## src/rtl/switch_port_rx.sv

```systemverilog
// rtl/switch_port_rx.sv - per-port deframer, target filter and store-and-forward packet FIFO
// Optional trailing XOR checksum check is enabled by defining SWITCH_PORT_RX_ENDCHECK_EN.
module switch_port_rx #(
  parameter int PORT_ID    = 0,
  parameter int FIFO_DEPTH = 64,
  parameter int MAX_LEN    = 32
) (
  input  logic        clk,
  input  logic        reset,
  input  logic        rx_valid,
  input  logic [7:0]  rx_data,
  output logic        pkt_valid,
  input  logic        pkt_ready,
  output logic [7:0]  pkt_data,
  output logic        pkt_sop,
  output logic        pkt_eop,
  output logic [15:0] pkt_count,
  output logic [15:0] drop_count,
  output logic        busy
);
  localparam int AW = $clog2(FIFO_DEPTH);

  typedef enum logic [2:0] {
    S_IDLE, S_LEN, S_PAY, S_DROP_LEN, S_DROP
`ifdef SWITCH_PORT_RX_ENDCHECK_EN
    , S_CHK
`endif
  } state_t;

  state_t      state_q, state_d;
  logic [AW:0] wr_ptr_q, wr_ptr_d, commit_ptr_q, commit_ptr_d, rd_ptr_q, rd_ptr_d;
  logic [8:0]  cnt_q, cnt_d;
  logic [15:0] pkt_count_q, pkt_count_d, drop_count_q, drop_count_d;
  logic        busy_q, busy_d;
  logic        pkt_valid_q, pkt_valid_d;
  logic [9:0]  out_word_q, out_word_d;
`ifdef SWITCH_PORT_RX_ENDCHECK_EN
  logic [7:0]  csum_q, csum_d;
`endif

  // Each entry is {sop, eop, data}
  logic [9:0]  mem [FIFO_DEPTH];
  logic        wr_en;
  logic [9:0]  wr_word;
  logic [9:0]  rd_word;

  logic [AW:0] used;
  logic [15:0] free, need;
  logic        len_ok, load;
  logic [8:0]  skip_len;

  function automatic logic [15:0] sat_inc(input logic [15:0] v);
    return (v == 16'hFFFF) ? v : v + 16'd1;
  endfunction

  assign used    = wr_ptr_q - rd_ptr_q;
  assign free    = 16'(FIFO_DEPTH) - 16'(used);
  assign need    = 16'(rx_data) + 16'd1;
  assign len_ok  = (rx_data != 8'd0) && (16'(rx_data) <= 16'(MAX_LEN)) && (free >= need);
  assign rd_word = mem[rd_ptr_q[AW-1:0]];
  assign load    = (rd_ptr_q != commit_ptr_q) && (!pkt_valid_q || pkt_ready);

`ifdef SWITCH_PORT_RX_ENDCHECK_EN
  // Rejected frames still carry a checksum byte after the payload
  assign skip_len = 9'(rx_data) + 9'd1;
`else
  assign skip_len = 9'(rx_data);
`endif

  always_comb begin
    state_d      = state_q;
    wr_ptr_d     = wr_ptr_q;
    commit_ptr_d = commit_ptr_q;
    cnt_d        = cnt_q;
    pkt_count_d  = pkt_count_q;
    drop_count_d = drop_count_q;
    wr_en        = 1'b0;
    wr_word      = {2'b00, rx_data};
`ifdef SWITCH_PORT_RX_ENDCHECK_EN
    csum_d       = csum_q;
`endif
    if (rx_valid) begin
      case (state_q)
        S_IDLE: begin
`ifdef SWITCH_PORT_RX_ENDCHECK_EN
          csum_d = rx_data;
`endif
          if (rx_data[PORT_ID] && (free != 16'd0)) begin
            wr_en    = 1'b1;
            wr_word  = {2'b10, rx_data};
            wr_ptr_d = wr_ptr_q + 1'b1;
            state_d  = S_LEN;
          end else begin
            drop_count_d = sat_inc(drop_count_q);
            state_d      = S_DROP_LEN;
          end
        end
        S_DROP_LEN: begin
          cnt_d   = skip_len;
          state_d = (skip_len == 9'd0) ? S_IDLE : S_DROP;
        end
        S_LEN: begin
          if (len_ok) begin
            wr_en    = 1'b1;
            wr_ptr_d = wr_ptr_q + 1'b1;
            cnt_d    = 9'(rx_data);
            state_d  = S_PAY;
`ifdef SWITCH_PORT_RX_ENDCHECK_EN
            csum_d   = csum_q ^ rx_data;
`endif
          end else begin
            wr_ptr_d     = commit_ptr_q;
            drop_count_d = sat_inc(drop_count_q);
            cnt_d        = skip_len;
            state_d      = (skip_len == 9'd0) ? S_IDLE : S_DROP;
          end
        end
        S_PAY: begin
          wr_en    = 1'b1;
          wr_ptr_d = wr_ptr_q + 1'b1;
          cnt_d    = cnt_q - 9'd1;
`ifdef SWITCH_PORT_RX_ENDCHECK_EN
          csum_d   = csum_q ^ rx_data;
`endif
          if (cnt_q == 9'd1) begin
            wr_word = {2'b01, rx_data};
`ifdef SWITCH_PORT_RX_ENDCHECK_EN
            state_d = S_CHK;
`else
            commit_ptr_d = wr_ptr_q + 1'b1;
            pkt_count_d  = sat_inc(pkt_count_q);
            state_d      = S_IDLE;
`endif
          end
        end
        S_DROP: begin
          cnt_d = cnt_q - 9'd1;
          if (cnt_q == 9'd1) state_d = S_IDLE;
        end
`ifdef SWITCH_PORT_RX_ENDCHECK_EN
        S_CHK: begin
          if (rx_data == csum_q) begin
            commit_ptr_d = wr_ptr_q;
            pkt_count_d  = sat_inc(pkt_count_q);
          end else begin
            wr_ptr_d     = commit_ptr_q;
            drop_count_d = sat_inc(drop_count_q);
          end
          state_d = S_IDLE;
        end
`endif
        default: state_d = S_IDLE;
      endcase
    end
    busy_d = (state_d != S_IDLE);
  end

  // Output register is refilled whenever it is empty or being consumed
  always_comb begin
    rd_ptr_d    = rd_ptr_q;
    pkt_valid_d = pkt_valid_q;
    out_word_d  = out_word_q;
    if (load) begin
      rd_ptr_d    = rd_ptr_q + 1'b1;
      pkt_valid_d = 1'b1;
      out_word_d  = rd_word;
    end else if (pkt_ready) begin
      pkt_valid_d = 1'b0;
    end
  end

  always_ff @(posedge clk) begin
    if (reset) begin
      state_q      <= S_IDLE;
      wr_ptr_q     <= '0;
      commit_ptr_q <= '0;
      rd_ptr_q     <= '0;
      cnt_q        <= '0;
      pkt_count_q  <= '0;
      drop_count_q <= '0;
      busy_q       <= 1'b0;
      pkt_valid_q  <= 1'b0;
      out_word_q   <= '0;
`ifdef SWITCH_PORT_RX_ENDCHECK_EN
      csum_q       <= '0;
`endif
    end else begin
      state_q      <= state_d;
      wr_ptr_q     <= wr_ptr_d;
      commit_ptr_q <= commit_ptr_d;
      rd_ptr_q     <= rd_ptr_d;
      cnt_q        <= cnt_d;
      pkt_count_q  <= pkt_count_d;
      drop_count_q <= drop_count_d;
      busy_q       <= busy_d;
      pkt_valid_q  <= pkt_valid_d;
      out_word_q   <= out_word_d;
`ifdef SWITCH_PORT_RX_ENDCHECK_EN
      csum_q       <= csum_d;
`endif
    end
  end

  always_ff @(posedge clk) begin
    if (wr_en && !reset) mem[wr_ptr_q[AW-1:0]] <= wr_word;
  end

  assign pkt_valid  = pkt_valid_q;
  assign pkt_sop    = out_word_q[9];
  assign pkt_eop    = out_word_q[8];
  assign pkt_data   = out_word_q[7:0];
  assign pkt_count  = pkt_count_q;
  assign drop_count = drop_count_q;
  assign busy       = busy_q;
endmodule

```

## config.mk

```make
export PLATFORM = sky130hd
export DESIGN_NAME = switch_port_rx
export DESIGN_NICKNAME = d
export VERILOG_FILES = /design/src/rtl/switch_port_rx.sv
export SDC_FILE = /design/constraint.sdc
export NUM_CORES = 1
export LEC_CHECK = 0
export ABC_AREA = 0
export CAP_MARGIN = 30
export CORE_UTILIZATION = 45
export DETAILED_ROUTE_END_ITERATION = 8
export PLACE_DENSITY_LB_ADDON = 0.25
export SYNTH_ARGS = -nofsm -noshare
export SYNTH_HDL_FRONTEND = slang
export SYNTH_SLANG_ARGS = --single-unit
```

## constraint.sdc

```tcl
create_clock -name clk -period 7.5 [get_ports clk]
set_input_delay 1.5 -clock clk [delete_from_list [all_inputs] [get_ports clk]]
set_output_delay 1.5 -clock clk [all_outputs]
set_load 0.05 [all_outputs]
```

# Word level (Yosys, flattened, before mapping)
# Memory sizes are Yosys's and may differ from the RTL's. A register that Yosys moved wholly into a read port is not among the register bits.
# Index checks and enable logic that the tools add are counted.
dict set report totals {
  reg_bits 67
  ram_bits 640
  inputBits 12
  out_inout_bits 44
  word_cells 82
  n_memories 1
}
# memory words word_bits read_ports rd_clocked_by_memory_dff write_ports line
set memory_table {}
lappend memory_table {mem 64 10 1 1 1 42} ;# logic [9:0] mem [FIFO_DEPTH];
dict set report classes {
  addsub 8
  n_lt_le_gt_ge 2
  n_eq_ne 11
  mux 26
  bitwise_logic 1
  reduce_logical 24
}
# operator count
set op_table {}
lappend op_table {{two-way mux 16 bit} 3}
lappend op_table {{adder 16 x 1 -> 16 bit (second input constant)} 2}
lappend op_table {{== test 16 bit (second input constant)} 2}
lappend op_table {{one-hot mux 16 bit (2 select lines)} 1}
lappend op_table {{one-hot mux 7 bit (3 select lines)} 1}
lappend op_table {{two-way mux 10 bit} 2}
lappend op_table {{one-hot mux 10 bit (2 select lines)} 1}
lappend op_table {{one-hot mux 9 bit (2 select lines)} 1}
lappend op_table {{>= comparator 16 x 9 -> 1 bit} 1}
lappend op_table {{nonzero test 16 bit} 1}
lappend op_table {{adder 7 x 1 -> 7 bit (second input constant)} 2}
lappend op_table {{two-way mux 7 bit} 2}
lappend op_table {{two-way mux 3 bit} 4}
lappend op_table {{one-hot mux 3 bit (4 select lines)} 1}
lappend op_table {{adder 8 x 1 -> 9 bit (second input constant)} 1}
lappend op_table {{== test 9 x 1 -> 1 bit (second input constant)} 1}
lappend op_table {{zero test 9 bit} 1}
lappend op_table {{two-way mux 9 bit} 1}
lappend op_table {{subtractor 9 x 1 -> 9 bit (second input constant)} 1}
lappend op_table {{less-or-equal comparator 8 x 6 -> 1 bit (second input constant)} 1}
lappend op_table {{AND reduction 4 bit} 2}
lappend op_table {{nonzero test 8 bit} 1}
lappend op_table {{subtractor 7 x 7 -> 8 bit (first input constant)} 1}
lappend op_table {{two-way mux 1 bit} 7}
lappend op_table {{18 further kinds} 31}

# Longest topological paths before layout
dict set report depth {
  depth_word 10
  depth_mapped 20
  mapped_depth_nobuf 17
}

# Worst setup path before layout
# OpenSTA, ideal clock, no wires.
dict set report synth_path {
  path_type {reg2reg}
  from {register rd_ptr_q[5]}
  to {memory mem[55][0], enable pin}
  setup_ns 0.390
  t_arrival_ns 4.855
  t_required_ns 7.110
  slack_ns 2.255
  stages_incl_launch_ff 17
  n_path_buf 1
  synth_period_minus_slack_ns 5.245
  cell_sequence {dfxtp_1 > inv_1 > buf_1 > ha_1 > a221o_1 > a211o_1 > nor4_1 > xnor2_1 > ha_1 > o21ai_0 > a21oi_1 > a21oi_1 > a221oi_1 > nand2b_1 > a22oi_4 > nand3_1 > nor3_1}
}
dict set report synth_between {
  elab_chain_len 10
  elab_cells_between_ends 13
  classes_between {add/sub (2); order compare (1); mux (6); reduce/logical (4)}
}
# element line
set synth_lines {}
lappend synth_lines {{start, declared} 31} ;# logic [AW:0] wr_ptr_q, wr_ptr_d, commit_ptr_q, commit_ptr_d, rd_ptr_q, rd_ptr_d;
lappend synth_lines {{start signal, assigned} 191} ;# rd_ptr_q <= rd_ptr_d;
lappend synth_lines {{subtractor 7 bit (*)} 56} ;# assign used = wr_ptr_q - rd_ptr_q;
lappend synth_lines {{subtractor 7 x 7 -> 8 bit (*)} 57} ;# assign free = 16'(FIFO_DEPTH) - 16'(used);
lappend synth_lines {{>= comparator 16 x 9 -> 1 bit or nonzero test 16 bit (tied branches)} {59, 88}}
lappend synth_lines {{logical AND 1 bit, on equally long branches} {59, 88}}
lappend synth_lines {{two-way mux 1 bit, on equally long branches} {103, 88}}
lappend synth_lines {{one-hot mux 1 bit (3 select lines) (*)} 83} ;# case (state_q)
lappend synth_lines {{two-way mux 1 bit (*)} 82} ;# if (rx_valid) begin
lappend synth_lines {{logical AND 1 bit (*)} 205} ;# if (wr_en && !reset) mem[wr_ptr_q[AW-1:0]] <= wr_word;
lappend synth_lines {{two-way mux 1 bit (*)} 205}
lappend synth_lines {{two-way mux 1 bit (implied by the code) (*)} 205}
lappend synth_lines {{end, declared} 42}
# Every way passes the cells marked *; elsewhere a longest branch is shown, timed or not.

# Worst setup path after layout
dict set report layout_path {
  from {register rd_ptr_q[0]}
  to {memory mem[41][6], enable pin}
}
# The elaborated chain is that of the path after synthesis.

==> metrics.yaml <==
critical_path:
  critPathLaunchType: "register"
  slowest_stage: "nor2_1"
  crit_chain: "ha_1 -> fa_1 -> nand2b_1 -> a211oi_2 -> o32ai_1 -> a311oi_4 -> xnor2_1 -> ha_1 -> o21ai_0 -> a21oi_1 -> a21oi_1 -> a221oi_1 -> nand2b_1 -> a22oi_4 -> nand3_2 -> nor2_1"
  required_ps: 7730
  path_buf_inv: 0
  cp_data_arrival_time_ps: 6440
  critPathTopFamily: "compound AO/OA/AOI/OAI gates"
  cpPeakStageDelay_ps: 960
  worstSetupPathType: "register to register"
  cp_max_fo: 41
  crit_path_end_kind: "register"
sta:
  rsz0062_at_grt: "false"
  tns_ps: 0
  setup_viol: 0
  maxSlewHeadroom_pct: 32.7
  timing.final.ws_setup_ps: 1300
  tightest_slew_ps: 1010
  fin_skew_ps: 25.2
  fmax_mhz: 161
  timing.final.crit_period_ps: 6200
  drv_slew: 0
  hold_viol: 0
  finalCritPeriodShare_pct: 82.7
drt:
  num_vias: 15100
  totalWireLength_mm: 68.6
  dr.pass1.iters: 6
  routedWlPerCell_microns: 27.0
  drtAntennaViolNets: 0
  drc: 0
  vias_per_cell: 5.96
  first_iter_violations: 1512
cts:
  cts-buffers-inserted: 73
  cts_buffer_depth: 3
  cts_resized: 0
  clock-sinks: 717
  clkTransAtPathRegs_ps: 60
  cts_hold_buf: 0
  cts_htree_levels: 3
  clockRootBuffer: "clkbuf_16"
  insertion_delay_ps: 620
  post-cts-setup-buffers: 0
  cts_tree: "done"
placement:
  gp_congestion: 0.828
  place_hpwl_mm: 43.4
  pre_cts_ws_ps: 1220
  io_buffer_count: 55
logic_synthesis:
  yosysTopAreaCell: "edfxtp_1"
  ys_ff_latch: 717
  synth_nets: 1587
  syn-cell-area_sq_mm: 0.0291
  avgSynthCellArea_sq_um: 18.8
  async_flop_share_pct: 0
  synth-edff-count: 640
  yosys_warnings: 0
  synthFlopType: "edfxtp_1"
  syn_inst: 1550
  synth.distinct_cells: 60
  synthTopCellsByCount: "640 x edfxtp_1, 210 x mux4_2, 129 x nor2_1"
  ys_seq_area_share_pct: 71.3
  synth_most_common_cell: "edfxtp_1"
  synth_top_area_share_pct: 66.0
  synthTopCellsByArea: "edfxtp_1 66%, mux4_2 16%, dfxtp_1 5.3%, nor2_1 1.7%, ha_1 1.0%"
global_routing:
  grt_max_degree: 65
  grt_pass1_vias: 14900
  grt_usage_pct: 21.3
  grt_antenna_before_repair: 1
  grt_first_pass_wirelength_mm: 102
  overflow: 0
layout:
  multi_input_area_sq_mm: 0.00799
  regArea_sq_mm: 0.0208
  area_delta_synth_final_pct: 14.0
  final_layout_size_suffix_gt1_share_pct: 22.8
  fill_cells: 4936
  nets: 1673
  antenna_cells: 0
flow_run:
  maxCapViolCount: 0
floorplan:
  die_w_microns: 256
  die_h_microns: 256
  initial_core_util_pct: 45.8
  die-area_sq_mm: 0.0657
  coreArea_sq_mm: 0.0635
  io_pins: 56
  rows: 92
outcome:
  outcome: "finished, final reports clean"
hold_path:
  worstHoldPathType: "register to register"
power:
  peakVddDrop_mv: 0.145
  power_density_mw_per_mm2: 298
  p_leak_nw: 10.2
[state kept, by name (all words and copies together) (netlist names)]
name          flops
mem             640
busy              1
rd_ptr_q          7
pkt_valid         1
wr_ptr_q          7
cnt_q             9
state_q           3
pkt_count        16
drop_count       16
commit_ptr_q      7
out_word_q       10
[worst paths after layout]
path / startpoint / endpoint / slack (ps) / cells after the start
worst max-delay path: rd_ptr_q[0] / mem[41][6] / 1300 / 16
worst min-delay path: cnt_q[1] / cnt_q[1] / 470 / 2
worst min register to register: cnt_q[1] / cnt_q[1] / 470 / 2
worst max register to register: rd_ptr_q[0] / mem[41][6] / 1300 / 16
[where the power goes]
group	switching (mW)	internal [mW]	total [mW]
clock network	1.55	2.22	3.78
registers	0.0820	4.38	4.46
logic	0.878	0.785	1.66
total	2.51	7.39	9.90
[cells in the final DEF (no fill, tap or decap), types with 22 or more instances in the layout]
| master | count |
|---|---|
| edfxtp_1 | 640 |
| mux4_2 | 210 |
| nor2_1 | 128 |
| clkbuf_16 | 75 |
| dfxtp_1 | 74 |
| nand2_1 | 50 |
| clkdlybuf4s50_1 | 46 |
| a21oi_1 | 44 |
| buf_4 | 29 |
| nand3_1 | 26 |
| ha_1 | 24 |
| xnor2_1 | 23 |
| o21ai_0 | 22 |
[per-stage QoR]
step                      util, %  power, mW  cell area [sq um]  hold WS, ps  std cells
after floorplan                 -       5.72              29100          445       1550
after global placement       48.2       6.21              30600          462       2403
after detailed placement     48.3       6.23              30700          465       2407
after CTS                    52.2       9.99              33200          473       2541
after global routing         52.2       10.2              33200          521       2541
final                        52.2       9.90              33200          472       2541
[worst register-to-register path, stage by stage, from the launching register on]
cell      delay [ps]
dfxtp_4          560
ha_1             350
fa_1             390
nand2b_1         190
a211oi_2         300
o32ai_1          200
a311oi_4         400
xnor2_1          140
ha_1             290
o21ai_0           80
a21oi_1          170
a21oi_1          100
a221oi_1         520
nand2b_1         210
a22oi_4          350
nand3_2          600
nor2_1           970
[layout make-up]
| cell class | count | share of cell area, % |
|---|---|---|
| clock buffer | 81 | 5.72 |
| clock inverter | 53 | 1.82 |
| inverter | 23 | 0.264 |
| multi-input combinational | 734 | 24.1 |
| sequential | 717 | 62.6 |
| tap | 846 | 3.19 |
| timing repair buffer | 87 | 2.38 |
[cells by family (layout without fill, tap and decap cells)]
group                      after synthesis  count (layout)  share of synthesized area [%]
AOI/OAI and AO/OA                      114             114                           2.48
xor gates and xnor gates                45              45                           1.38
adders and majority gates               25              25                           1.10
buffers and inverters                   99             244                           1.32
DFF                                    717             717                           71.3
muxes                                  236             236                           17.2
and+or+nand+nor                        314             314                           5.24
[layer usage]
layer	wire, microns	global-route usage, %	share of wire [%]
met1	30000	31.1	44
met2	32100	32.8	47
met3	5040	4.07	7.3
met4	1360	5.90	2.0
met5	13	0	0.019
Note: power is estimated with default switching activity, not from simulation.
==> patch 1: new RTL, same flow settings <==
Set the parameter `FIFO_DEPTH` to 128 (it was 64).
--- a/src/rtl/switch_port_rx.sv
+++ b/src/rtl/switch_port_rx.sv
@@ -3,5 +3,5 @@
 module switch_port_rx #(
   parameter int PORT_ID    = 0,
-  parameter int FIFO_DEPTH = 64,
+  parameter int FIFO_DEPTH = 128,
   parameter int MAX_LEN    = 32
 ) (
Formal check against the unedited RTL: no difference found for any inputs over 4 cycles, from zero or initial values and one cycle with reset high; that may be too few to reach the edited logic, so the function may still have changed.
==> patch 1 against the unedited design <==
Maximum frequency rose by 6.0%. Sequential cell count rose by 643. Total power rose by 79%. Synthesized cell count rose by 68%. Worst setup slack improved by 350 ps. Wire length rose by 97%. Area after synthesis rose by 87%. Cell area rose by 88%. Critical path type unchanged. Largest power group unchanged.
==> patch 1: results (changes against the unedited design) <==
The number of iterations in the first detailed-routing pass was 5 (was 6); the transition time at the pin with the least slew margin was 1383 ps (was 1006 ps). The tools report the part of the Yosys area used for sequential elements as 73.51% (was 71.32%). The tools report the overall track demand over capacity in global routing as 22.42% (was 21.27%). The total CTS buffers is 141 (was 73), and the global-route wire length before repair is 196500 um (was 102500 um). For the number of global-route vias before repair, the log shows 27430 (was 14940). The net count after synthesis is 2647 (was 1587). Endpoint with the worst hold slack: cnt_q[7] (was cnt_q[1]).

The combinational fraction of design power is 12.8% (was 16.8%), and the maximum fanout along the worst path is 39 (was 41). The met2 capacity usage during global routing came out at 34.84% (was 32.75%). For the met1 track demand over resource, the log shows 32.97% (was 31.07%). The run finished with clean final reports. The global-route track usage on met3 was 3.593% (was 4.073%); the count of different cell masters after synthesis was 71 (was 60). The number of violations reported at the end of detailed-routing iteration 0 was 3653 (was 1512); the number of vias after detailed routing was 27470 (was 15150). The static leakage was 19.23 nW (was 10.16 nW). The tools report the peak supply drop as 0.0001772 V (was 0.0001447 V).

For the clock latency of the later-clocked register in the worst-skew pair, the log shows 760 ps (was 620 ps). The tools report the critical path capture point as mem[56][0] (was mem[41][6]). The fraction of final layout cells sized beyond drive strength 1 was 30.16% (was 22.77%). The run gives 135100 um (was 68600 um) as the sum of routed wire length over all layers. Largest cells by area after synthesis: edfxtp_1, mux4_2, dfxtp_1, nor3_1, clkbuf_1 (was edfxtp_1, mux4_2, dfxtp_1, nor2_1, ha_1). The initial antenna violation count is 7 (was 1). The flip-flop count of the largest register after layout was 1280 (was 640); the switching power summed over all nets was 4.384 mW (was 2.510 mW).

The signal arrival time at the worst endpoint was 6300 ps (was 6440 ps). The worst hold path startpoint was cnt_q[7] (was cnt_q[1]).
patch 1: cell types whose count changed in the layout (fill, tap and decap cells not counted), sizes merged, moves of 11 or more:
| cell | change |
|---|---|
| mux4 | +210 |
| nor2 | -42 |
| edfxtp | +640 |
| buf | +118 |
| clkinv | +31 |
| or3 | -11 |
| clkbuf | +85 |
| nor3 | +95 |
| a211oi | +14 |
| nor4 | +31 |
| nand2 | +19 |
patch 1: final cells by class:
class | instances | area [um^2]
Tap cell | 1612 | 2017
Fill cell | 9182 | 57470
Inverter | 20 | 80.08
Multi-Input combinational cell | 1077 | 13920
Timing Repair Buffer | 208 | 1742
Antenna cell | 1 | 2.502
Clock buffer | 163 | 3706
Sequential cell | 1360 | 40050
Clock inverter | 96 | 980.9
patch 1: power groups by stage:
stage	combinational, mW	sequential (mW)	clock [mW]
final	2.26	8.45	7.03
after global routing	2.39	8.45	7.42
after CTS	2.26	8.45	7.14
after detailed placement	2.26	8.61	0
after global placement	2.24	8.61	0
after floorplan	1.38	8.69	0
patch 1: routing by layer:
| metal | share of wire, % | wire length (um) |
|---|---|---|
| met1 | 42 | 56880 |
| met2 | 48 | 64320 |
| met3 | 8.0 | 10780 |
| met4 | 2.3 | 3108 |
| met5 | 0.018 | 24 |
patch 1: metrics by stage:
step / power, mW / cell area, um^2 / std cells / setup WS (ps) / utilization [%]
after floorplan: 10.07 / 54470 / 2609 / 790.2 / -
after global placement: 10.84 / 57380 / 4227 / 1389 / 47.83
after detailed placement: 10.86 / 57690 / 4264 / 1326 / 48.08
after CTS: 17.85 / 62370 / 4523 / 1478 / 51.99
after global routing: 18.27 / 62490 / 4536 / 1223 / 52.09
final: 17.74 / 62500 / 4537 / 1652 / 52.09
patch 1: worst max-delay path, stage by stage (launching register included):
cell	delay [ps]
dfxtp_4	830
ha_1	340
fa_1	220
nand2b_1	170
a2111oi_1	100
a311oi_2	390
a21boi_2	310
nand2_1	100
xnor2_1	150
ha_1	300
o211ai_1	100
o21a_1	230
o21a_1	220
nand2_1	460
nand2b_4	280
buf_4	310
nor3_1	710
buf_4	280
patch 1: cell families (layout without fill, tap and decap cells):
| logic type | Yosys count | in the layout | synth area share [%] |
|---|---|---|---|
| buf+inv | 172 | 487 | 1.408 |
| compound gates | 138 | 138 | 1.732 |
| mux | 443 | 443 | 17.81 |
| simple gates | 418 | 418 | 4.059 |
| xor+xnor | 52 | 52 | 0.8638 |
| fa+ha+maj | 26 | 26 | 0.6111 |
| flops | 1360 | 1360 | 73.51 |
| other cells | 0 | 1 | 0 |
==> patch 2: new RTL, config.mk and constraints unchanged <==
Without the edit above. Re-encode `state_t` (5 states) as one-hot, 5 bits wide.
--- a/src/rtl/switch_port_rx.sv
+++ b/src/rtl/switch_port_rx.sv
@@ -21,6 +21,6 @@
   localparam int AW = $clog2(FIFO_DEPTH);
 
-  typedef enum logic [2:0] {
-    S_IDLE, S_LEN, S_PAY, S_DROP_LEN, S_DROP
+  typedef enum logic [4:0] {
+    S_IDLE = 5'b00001, S_LEN = 5'b00010, S_PAY = 5'b00100, S_DROP_LEN = 5'b01000, S_DROP = 5'b10000
 `ifdef SWITCH_PORT_RX_ENDCHECK_EN
     , S_CHK
Behaviour: same outputs for any inputs over 4 cycles, from zero or initial values and one cycle with reset high; so few cycles prove little.
==> patch 2 against the unedited design <==
Global-route usage is 0.25 points higher. Worst setup slack better by 330 ps. First-iteration DRC count is 15% higher. Sequential cell count is 2 higher. Cell area is 1.2% higher. Utilization is 0.30 points lower. Maximum frequency is 5.5% higher. Area after synthesis is 1.7% higher. Non-clock buffer count is 23 higher. Wire length is 3.3% higher. Via count is 3.9% higher. Total power is 9.8% lower. Critical path depth is 2 higher. Largest cell class unchanged. Largest power group unchanged. Highest routed layer unchanged.
==> patch 2: results (changes against the unedited design) <==
Top cells by count, synth: edfxtp_1, mux4_2, nor2_1 (unchanged). The tools report the wire length on met1 as 29980 um (was 30040 um). Worst setup slack after placement: 1386 ps (was 1215 ps). The run gives 33890 um (was 32140 um) as the detailed route wirelength on metal2. The maximum fanout along the worst path works out to 30 (was 41). The run finished with clean final reports. Largest cells by area after synthesis: edfxtp_1, mux4_2, dfxtp_1, nor2_1, ha_1 (unchanged). The compound-gate portion of the synthesized area was 2.729% (was 2.480%); the normalized max-slew margin was 30.19% (was 32.71%).

The logs give 5 (was 6) for the number of iterations in the first detailed-routing pass and 27.89 ps (was 25.16 ps) for the maximum clock skew at final layout. The logs give 70.23% (was 71.32%) for the part of the Yosys area used for sequential elements and 5503 um (was 5042 um) for the routed length on met3. For the post-placement cell count, the log shows 2488 (was 2407).

The via density per instance came out at 6.006 (was 5.961). The logs give 51.94% (was 52.24%) for the final core area utilization and 33.65% (was 32.75%) for the met2 capacity usage during global routing. Slowest cell on the critical path: nor2_1 (unchanged).

The final HPWL from detailed placement was 43720 um (was 43420 um). The logs give 1618 (was 1550) for the synthesized netlist cell count and 10.42 nW (was 10.16 nW) for the static leakage. The number of nets at the end of the flow was 1748 (was 1673); the signal arrival time at the worst endpoint was 6110 ps (was 6440 ps). The path class of the lowest-slack min-delay path is flop to flop (unchanged).

The global-route wire length before repair is 104700 um (was 102500 um). The xor-xnor portion of the synthesized cell area is 1.563% (was 1.380%). The logs give 15740 (was 15150) for the number of vias after detailed routing and 31.10% (was 31.07%) for the met1 track demand over resource.

The family with the most delay on the worst path was simple AND/OR/NAND/NOR gates (was compound AO/OA/AOI/OAI gates). The average wire per standard cell is 27.05 um (was 27.00 um), and the number of violations reported at the end of detailed-routing iteration 0 is 1732 (was 1512). For the placement-stage cell area, the log shows 0.03125 mm^2 (was 0.03069 mm^2). The tools report the count of different cell masters after synthesis as 72 (was 60). The overall track demand over capacity in global routing came out at 21.53% (was 21.27%). For the initial antenna violation count, the log shows 5 (was 1).

The most used routing layer in global routing was met2 (unchanged). The count of filler cells inserted in the layout was 5176 (was 4936); the fraction of final layout cells sized beyond drive strength 1 was 23.27% (was 22.77%). The flip-flop count of the largest register after layout was 640 (unchanged).

The fraction of synthesized area in multiplexers works out to 16.88% (was 17.16%). The peak supply drop was 0.0001420 V (was 0.0001447 V). The logs give 15320 (was 14940) for the number of global-route vias before repair and 0.8258 (was 0.8278) for the weighted congestion at the end of routability-driven global placement. The tools report the clock tree buffer depth as 3 (unchanged). The global-route track usage on met3 is 4.460% (was 4.073%), and the post-synthesis share of cell area spent on full adders, half adders and majority gates is 1.081% (was 1.100%).
patch 2: changes by cell type after synthesis, moves of 13 or more:
cell and delta:
buf_2 +13, clkbuf_1 +13, nand2_1 -14, nand3_1 +34, nor2_1 -14, nor3_1 +22
patch 2: worst paths after layout:
kind                       from             to  slack (ps)  cells past startpoint
setup reg to reg    rd_ptr_q[0]     mem[12][4]        1620                     18
hold reg to reg   drop_count[6]  drop_count[6]         490                      2
hold / removal    drop_count[6]  drop_count[6]         490                      2
setup / recovery    rd_ptr_q[0]     mem[12][4]        1620                     18
patch 2: area by class of cell:
class / instances / area share (%)
flip-flops and latches: 719 / 61.93
inverters: 25 / 0.2793
repair buffers: 110 / 2.938
multi-input cells: 782 / 24.85
well taps: 855 / 3.184
clock inverters: 36 / 0.9570
clock buffers: 94 / 5.861
patch 2: power breakdown:
group / switching, mW / internal (mW) / total [mW]
clock: 1.49 / 2.03 / 3.52
combinational: 0.602 / 0.340 / 0.941
sequential: 0.0561 / 4.41 / 4.46
total: 2.15 / 6.78 / 8.93
